<file path="src/rtl/axi_stream_to_bt656.sv">
// Serialises 16-bit YCbCr 4:2:2 AXI-Stream beats into a registered BT.656 byte stream (1 cycle latency).
// Line timing never stalls: missing beats become black pixels; status counters exist only with BT656_TX_CNT_EN.
module axi_stream_to_bt656 #(
    parameter int H_ACTIVE = 720,
    parameter int H_BLANK  = 268,
    parameter int V_ACTIVE = 480,
    parameter int V_BLANK  = 45
) (
    input  logic        axi_clk_i,
    input  logic        axi_rst_i,
    input  logic        tx_enable_i,
    input  logic [15:0] s_tdata_i,
    input  logic        s_tvalid_i,
    output logic        s_tready_o,
    input  logic        s_tuser_i,
    input  logic        s_tlast_i,
    output logic [7:0]  bt656_data_o,
    output logic        bt656_href_o,
    output logic        bt656_vsync_o,
    output logic [15:0] underrun_cnt_o,
    output logic [15:0] sync_err_cnt_o,
    output logic [15:0] frame_cnt_o
);
    localparam int CW = $clog2(2 * H_ACTIVE + H_BLANK + 8);
    localparam int LW = $clog2(V_ACTIVE + V_BLANK + 1);
    localparam logic [CW-1:0] CNT_REF_END = CW'(3);
    localparam logic [CW-1:0] CNT_HB_END  = CW'(H_BLANK - 1);
    localparam logic [CW-1:0] CNT_VID_END = CW'(2 * H_ACTIVE - 1);
    localparam logic [LW-1:0] LINE_FIRST_ACT = LW'(V_BLANK);
    localparam logic [LW-1:0] LINE_LAST = LW'(V_ACTIVE + V_BLANK - 1);

    typedef enum logic [2:0] {IDLE, EAV, HBLANK, SAV, VIDEO} state_t;

    state_t        state_q, state_d;
    logic [CW-1:0] cnt_q, cnt_d;
    logic [LW-1:0] line_q, line_d;
    logic [7:0]    data_q, data_d;
    logic [7:0]    luma_q, luma_d;
    logic          href_q, href_d;
    logic          vsync_q, vsync_d;
    logic          vblank, last_line, vid_end, act_chroma;

    function automatic logic [7:0] ref_byte(input logic [1:0] idx, input logic [7:0] xy);
        case (idx)
            2'd0:    return 8'hFF;
            2'd3:    return xy;
            default: return 8'h00;
        endcase
    endfunction

    assign vblank     = line_q < LINE_FIRST_ACT;
    assign last_line  = line_q == LINE_LAST;
    assign vid_end    = (state_q == VIDEO) && (cnt_q == CNT_VID_END);
    assign act_chroma = (state_q == VIDEO) && !vblank && !cnt_q[0];
    // In vertical blanking stale beats are flushed, but a start-of-frame beat waits at the input.
    assign s_tready_o = act_chroma || ((state_q != IDLE) && vblank && !s_tuser_i);

    always_comb begin
        state_d = state_q;
        cnt_d   = cnt_q + 1'b1;
        line_d  = line_q;
        data_d  = 8'h00;
        href_d  = 1'b0;
        vsync_d = 1'b0;
        luma_d  = luma_q;
        case (state_q)
            IDLE: begin
                cnt_d  = '0;
                line_d = '0;
                if (tx_enable_i) state_d = EAV;
            end
            EAV: begin
                data_d  = ref_byte(cnt_q[1:0], vblank ? 8'hB6 : 8'h9D);
                vsync_d = vblank;
                if (cnt_q == CNT_REF_END) begin
                    state_d = HBLANK;
                    cnt_d   = '0;
                end
            end
            HBLANK: begin
                data_d  = cnt_q[0] ? 8'h10 : 8'h80;
                vsync_d = vblank;
                if (cnt_q == CNT_HB_END) begin
                    state_d = SAV;
                    cnt_d   = '0;
                end
            end
            SAV: begin
                data_d  = ref_byte(cnt_q[1:0], vblank ? 8'hAB : 8'h80);
                vsync_d = vblank;
                if (cnt_q == CNT_REF_END) begin
                    state_d = VIDEO;
                    cnt_d   = '0;
                end
            end
            VIDEO: begin
                vsync_d = vblank;
                href_d  = !vblank;
                if (vblank) begin
                    data_d = cnt_q[0] ? 8'h10 : 8'h80;
                end else if (cnt_q[0]) begin
                    data_d = luma_q;
                end else if (s_tvalid_i) begin
                    data_d = s_tdata_i[15:8];
                    luma_d = s_tdata_i[7:0];
                end else begin
                    data_d = 8'h80;
                    luma_d = 8'h10;
                end
                if (vid_end) begin
                    cnt_d = '0;
                    if (last_line) begin
                        line_d  = '0;
                        state_d = tx_enable_i ? EAV : IDLE;
                    end else begin
                        line_d  = line_q + 1'b1;
                        state_d = EAV;
                    end
                end
            end
            default: state_d = IDLE;
        endcase
    end

    always_ff @(posedge axi_clk_i) begin
        if (axi_rst_i) begin
            state_q <= IDLE;
            cnt_q   <= '0;
            line_q  <= '0;
            data_q  <= 8'h00;
            luma_q  <= 8'h00;
            href_q  <= 1'b0;
            vsync_q <= 1'b0;
        end else begin
            state_q <= state_d;
            cnt_q   <= cnt_d;
            line_q  <= line_d;
            data_q  <= data_d;
            luma_q  <= luma_d;
            href_q  <= href_d;
            vsync_q <= vsync_d;
        end
    end

    assign bt656_data_o  = data_q;
    assign bt656_href_o  = href_q;
    assign bt656_vsync_o = vsync_q;

`ifdef BT656_TX_CNT_EN
    localparam logic [CW-2:0] PIX_LAST = (CW - 1)'(H_ACTIVE - 1);

    logic [15:0]   underrun_q, underrun_d;
    logic [15:0]   sync_err_q, sync_err_d;
    logic [15:0]   frame_q, frame_d;
    logic [CW-2:0] pix;
    logic          beat_err;

    assign pix      = cnt_q[CW-1:1];
    assign beat_err = (s_tuser_i != ((line_q == LINE_FIRST_ACT) && (pix == '0)))
                   || (s_tlast_i != (pix == PIX_LAST));

    always_comb begin
        underrun_d = underrun_q;
        sync_err_d = sync_err_q;
        frame_d    = frame_q;
        if (act_chroma && !s_tvalid_i && (underrun_q != 16'hFFFF)) underrun_d = underrun_q + 16'd1;
        if (act_chroma && s_tvalid_i && beat_err && (sync_err_q != 16'hFFFF)) sync_err_d = sync_err_q + 16'd1;
        if (vid_end && last_line && (frame_q != 16'hFFFF)) frame_d = frame_q + 16'd1;
    end

    always_ff @(posedge axi_clk_i) begin
        if (axi_rst_i) begin
            underrun_q <= 16'h0000;
            sync_err_q <= 16'h0000;
            frame_q    <= 16'h0000;
        end else begin
            underrun_q <= underrun_d;
            sync_err_q <= sync_err_d;
            frame_q    <= frame_d;
        end
    end

    assign underrun_cnt_o = underrun_q;
    assign sync_err_cnt_o = sync_err_q;
    assign frame_cnt_o    = frame_q;
`else
    logic unused_tlast;
    assign unused_tlast   = s_tlast_i;
    assign underrun_cnt_o = 16'h0000;
    assign sync_err_cnt_o = 16'h0000;
    assign frame_cnt_o    = 16'h0000;
`endif
endmodule

</file>
<file path="config.mk">
export PLATFORM = sky130hd
export DESIGN_NAME = axi_stream_to_bt656
export DESIGN_NICKNAME = d
export VERILOG_FILES = /design/src/rtl/axi_stream_to_bt656.sv
export SDC_FILE = /design/constraint.sdc
export NUM_CORES = 1
export LEC_CHECK = 0
export ABC_AREA = 1
export BUFFER_PORTS_ARGS = -buffer_cell sky130_fd_sc_hd__buf_4
export CELL_PAD_IN_SITES_DETAIL_PLACEMENT = 1
export CELL_PAD_IN_SITES_GLOBAL_PLACEMENT = 1
export CORE_MARGIN = 8
export CORE_UTILIZATION = 30
export CTS_BUF_LIST = sky130_fd_sc_hd__clkbuf_8 sky130_fd_sc_hd__clkbuf_16
export DETAILED_ROUTE_END_ITERATION = 10
export GPL_TIMING_DRIVEN = 1
export PLACE_DENSITY_LB_ADDON = 0.1
export SYNTH_ARGS = -nofsm -noshare
export SYNTH_HDL_FRONTEND = slang
export SYNTH_SLANG_ARGS = --single-unit
</file>
<file path="constraint.sdc">
create_clock -name axi_clk_i -period 2 [get_ports axi_clk_i]
set_input_delay 0.2 -clock axi_clk_i [delete_from_list [all_inputs] [get_ports axi_clk_i]]
set_output_delay 0.2 -clock axi_clk_i [all_outputs]
set_load 0.1 [all_outputs]
</file>
==> results by group <==
Status
  • Result of the run: finished, final reports clean

Detailed routing
  • DRT iter0 DRCs: 80
  • Average vias per placed instance: 4.39
  • Final routed DRC violation total: 0
  • Number of nets with antenna violations after detailed routing: 0
  • Routed wirelength normalized by instance count: 13.9 um
  • Vias: 2,361
  • Routed wire length: 7.49 mm
  • Detailed-router iteration count before antenna repair: 4

Flow run
  • Maximum capacitance violations: 0

STA
  • Max Fclk: ~530 MHz
  • Clock period minus worst slack: approximately 1900 ps
  • Hold_ws: roughly 160 ps
  • Setup repair after global routing missed its margin: true
  • Least setup slack across all paths after layout: 95.4 ps
  • Final cycle utilization of the critical path: 0.952
  • Number of max-slew violations in the final report: 0
  • Clk_skew: roughly 6.6 ps
  • Final Setup Violations: 0
  • Final Hold Violating Endpoints: 0
  • Setup Total Neg Slack: 0 ps

Placed design
  • IO buf count: 31
  • Post-place instance area: 0.00290 mm2
  • Worst-case setup slack after placement: 177 ps
  • Gpl congestion: 0.795
  • Post-DP HPWL: 5.96 mm

Setup path
  • Critical R2R Capture: bt656_data_o[3]
  • Data required time of the worst path: 1800 ps
  • Start point of the critical path: line_q[7]
  • Arrival time of the worst setup path: 1700 ps
  • Max FO, Critical Path: 8
  • Crit end category: output pin
  • Crit start category: flip-flop
  • Worst R2R Path Depth: 8
  • Critical register-to-register path startpoint: cnt_q[0]
  • Register-to-register path setup slack: 260 ps
  • Class of the most critical setup path: flip-flop to output pin

Global route
  • Vias in the first global route: 2,584
  • Pin count of the biggest net entering global routing: 23
  • Global-route usage over all layers: 0.128
  • Global-route wire length before repair: 12.4 mm
  • Antenna violations before repair: 0
  • Global-route congestion overflow total: 0

Logic synthesis
  • Number of flops mapped to enable cells by yosys: 0
  • Post-synth top area share: 0.317
  • Netlist cell types: 38
  • Sequential share of the synthesized area: 0.317
  • Leading post-synthesis cells by cell area: dfxtp_1, buf_4, nand2_1, nor2_1, a21oi_1
  • XOR/XNOR Fraction of Synth Area: 0.0165
  • Yosys top cell by area: dfxtp_1
  • Multiplexer fraction of the synthesized cell area: 0
  • Avg Synthesized Cell Area: 6.92 um2
  • Synthesized cell area: 0.00265 mm2
  • Syn. warnings: 0
  • Async set-reset flop share out of synthesis: 0
  • Total of flip-flops plus latches after synthesis: 42
  • Post-Syn Instances: 383
  • Simple-gate share of the synthesized area: 0.330
  • Adder-cell share of the synthesized area: 0.0236
  • Compound-gate portion of the synthesized area: 0.107
  • Largest family of logic cells by synthesized area: simple AND/OR/NAND/NOR gates
  • Top FF cell, synth: dfxtp_1

Floorplan
  • Effective utilization at floorplan: 0.307
  • Total die area: roughly 0.012 mm2
  • Std-Cell Rows: 34
  • DIE WIDTH: 110 um
  • Area inside the core boundary: 0.00864 mm2
  • Chip height: 110 um
  • Boundary pin count: 81

Clock tree
  • Number of CTS-inserted buffers: 5
  • Largest buffer count on any clock path: 2
  • H-Tree Level Count: 2
  • Number of buffers inserted by hold repair at cts: 0
  • Clock tree root buffer cell: clkbuf_8
  • Later-pin clock latency in the skew report: 300 ps
  • CTS tree: yes
  • Clock transition at path regs: 90 ps
  • Num Clock Sinks: 42

Cells and area
  • Layout filler cell count: 1,126
  • Most common library cell in the layout ignoring fill and taps: nand2_1
  • Ratio of cells with drive above 1 in the final layout: 0.205
  • Total number of nets in the final design: between 400 and 500
  • Most used cells in the layout excluding fill and tap cells: nand2_1, nor2_1, conb_1
  • Number of antenna cells inserted: 0
  • Final Cell Area: slightly above 0.003 mm2
  • Synthesis-to-finish area growth: 16.5%

Worst hold path
  • Hold worst-path end: luma_q[1]
  • Number of cells on the worst hold path: 3
  • Kind of path behind the tightest hold check: input port to flip-flop
  • Launch point of the worst hold path: s_tdata_i[1]

Power and ir drop
  • Total power: approximately 4 mW
  • Max rail drop VDD: about 0.76 mV
  • Ratio of total power to cell area: 1290 mW/mm2
  • Leak pwr: 1.39 nW
[worst max-delay path, stage by stage, from the launching register on]
cell and delay [ps]:
dfxtp_1 360, nor2_2 160, nand2_1 80, nor2_2 120
nand2_4 80, buf_4 180, o31ai_4 210, buf_12 210
[per-stage QoR]
| stage | utilization | instances |
|---|---|---|
| 3_5_place_dp | 0.336 | 526 |
| 5_1_grt | 0.357 | 538 |
| 3_3_place_gp | 0.336 | 526 |
| 2_1_floorplan | - | 430 |
| 4_1_cts | 0.352 | 535 |
| 6_report | 0.357 | 538 |
[final cells by class]
| cell class | count | area, um2 | area share |
|---|---|---|---|
| tap | 108 | 135 | 0.0438 |
| clock inverter | 3 | 41.3 | 0.0134 |
| timing repair buffer | 47 | 365 | 0.118 |
| inverter | 38 | 150 | 0.0486 |
| clock buffer | 5 | 68.8 | 0.0223 |
| sequential | 42 | 843 | 0.273 |
| multi-input combinational | 295 | 1480 | 0.480 |
[logic make-up after synthesis]
| family | count (synthesis) |
|---|---|
| xor gates and xnor gates | 5 |
| AOI/OAI and AO/OA | 46 |
| other | 1 |
| adders and majority gates | 5 |
| buffers and inverters | 93 |
| and+or+nand+nor | 191 |
| DFF | 42 |
[metal layers]
layer	vias to the layer above	wire, um	global-route usage
met5	-	0	0
met4	0	85	0.0338
met3	7	241	0.0256
met2	40	3920	0.232
met1	1089	3240	0.150
li1	1225	-	-
[worst max-delay path by stage]
stage | cells past startpoint | slack [ps] | to
2_1_floorplan | 5 | 180 | s_tready_o
3_3_place_gp | 10 | 210 | s_tready_o
3_5_place_dp | 10 | 180 | s_tready_o
4_1_cts | 10 | 7 | s_tready_o
5_1_grt | 7 | -20 | s_tready_o
6_report | 7 | 100 | s_tready_o
[cells in the mapped netlist (2+ instances only)]
cell,count
a21oi_1,23
dfxtp_1,42
nand3_1,20
nand2_4,3
nand4_1,11
a22o_1,6
nor3_1,6
buf_4,48
inv_2,8
nand2_1,79
buf_2,2
ha_1,5
inv_1,28
clkbuf_1,4
nor3_2,2
nor2_4,2
xor2_1,2
o31ai_1,2
nand2_2,2
a31oi_1,2
nor2_2,5
nor2_1,58
xnor2_1,3
o21ai_0,5
nand3_2,2
[timing repair]
item / in CTS / in global routing
pin swaps: 0 / 3
endpoints found under the hold margin: 0 / 0
gates resized for setup: 6 / 6
endpoints found under the setup margin: 1 / 2
buffers inserted: 1 / 3
[state kept, by name, indices dropped and copies added (netlist names)]
register       count
bt656_data_o       8
bt656_href_o       1
bt656_vsync_o      1
cnt_q             11
state_q            3
luma_q             8
line_q            10
[power by group]
group	internal, mW	switching (mW)
clock network	0.368	0.322
logic	0.551	1.72
registers	0.959	0.0669
Note: power is estimated with default switching activity, not from simulation.
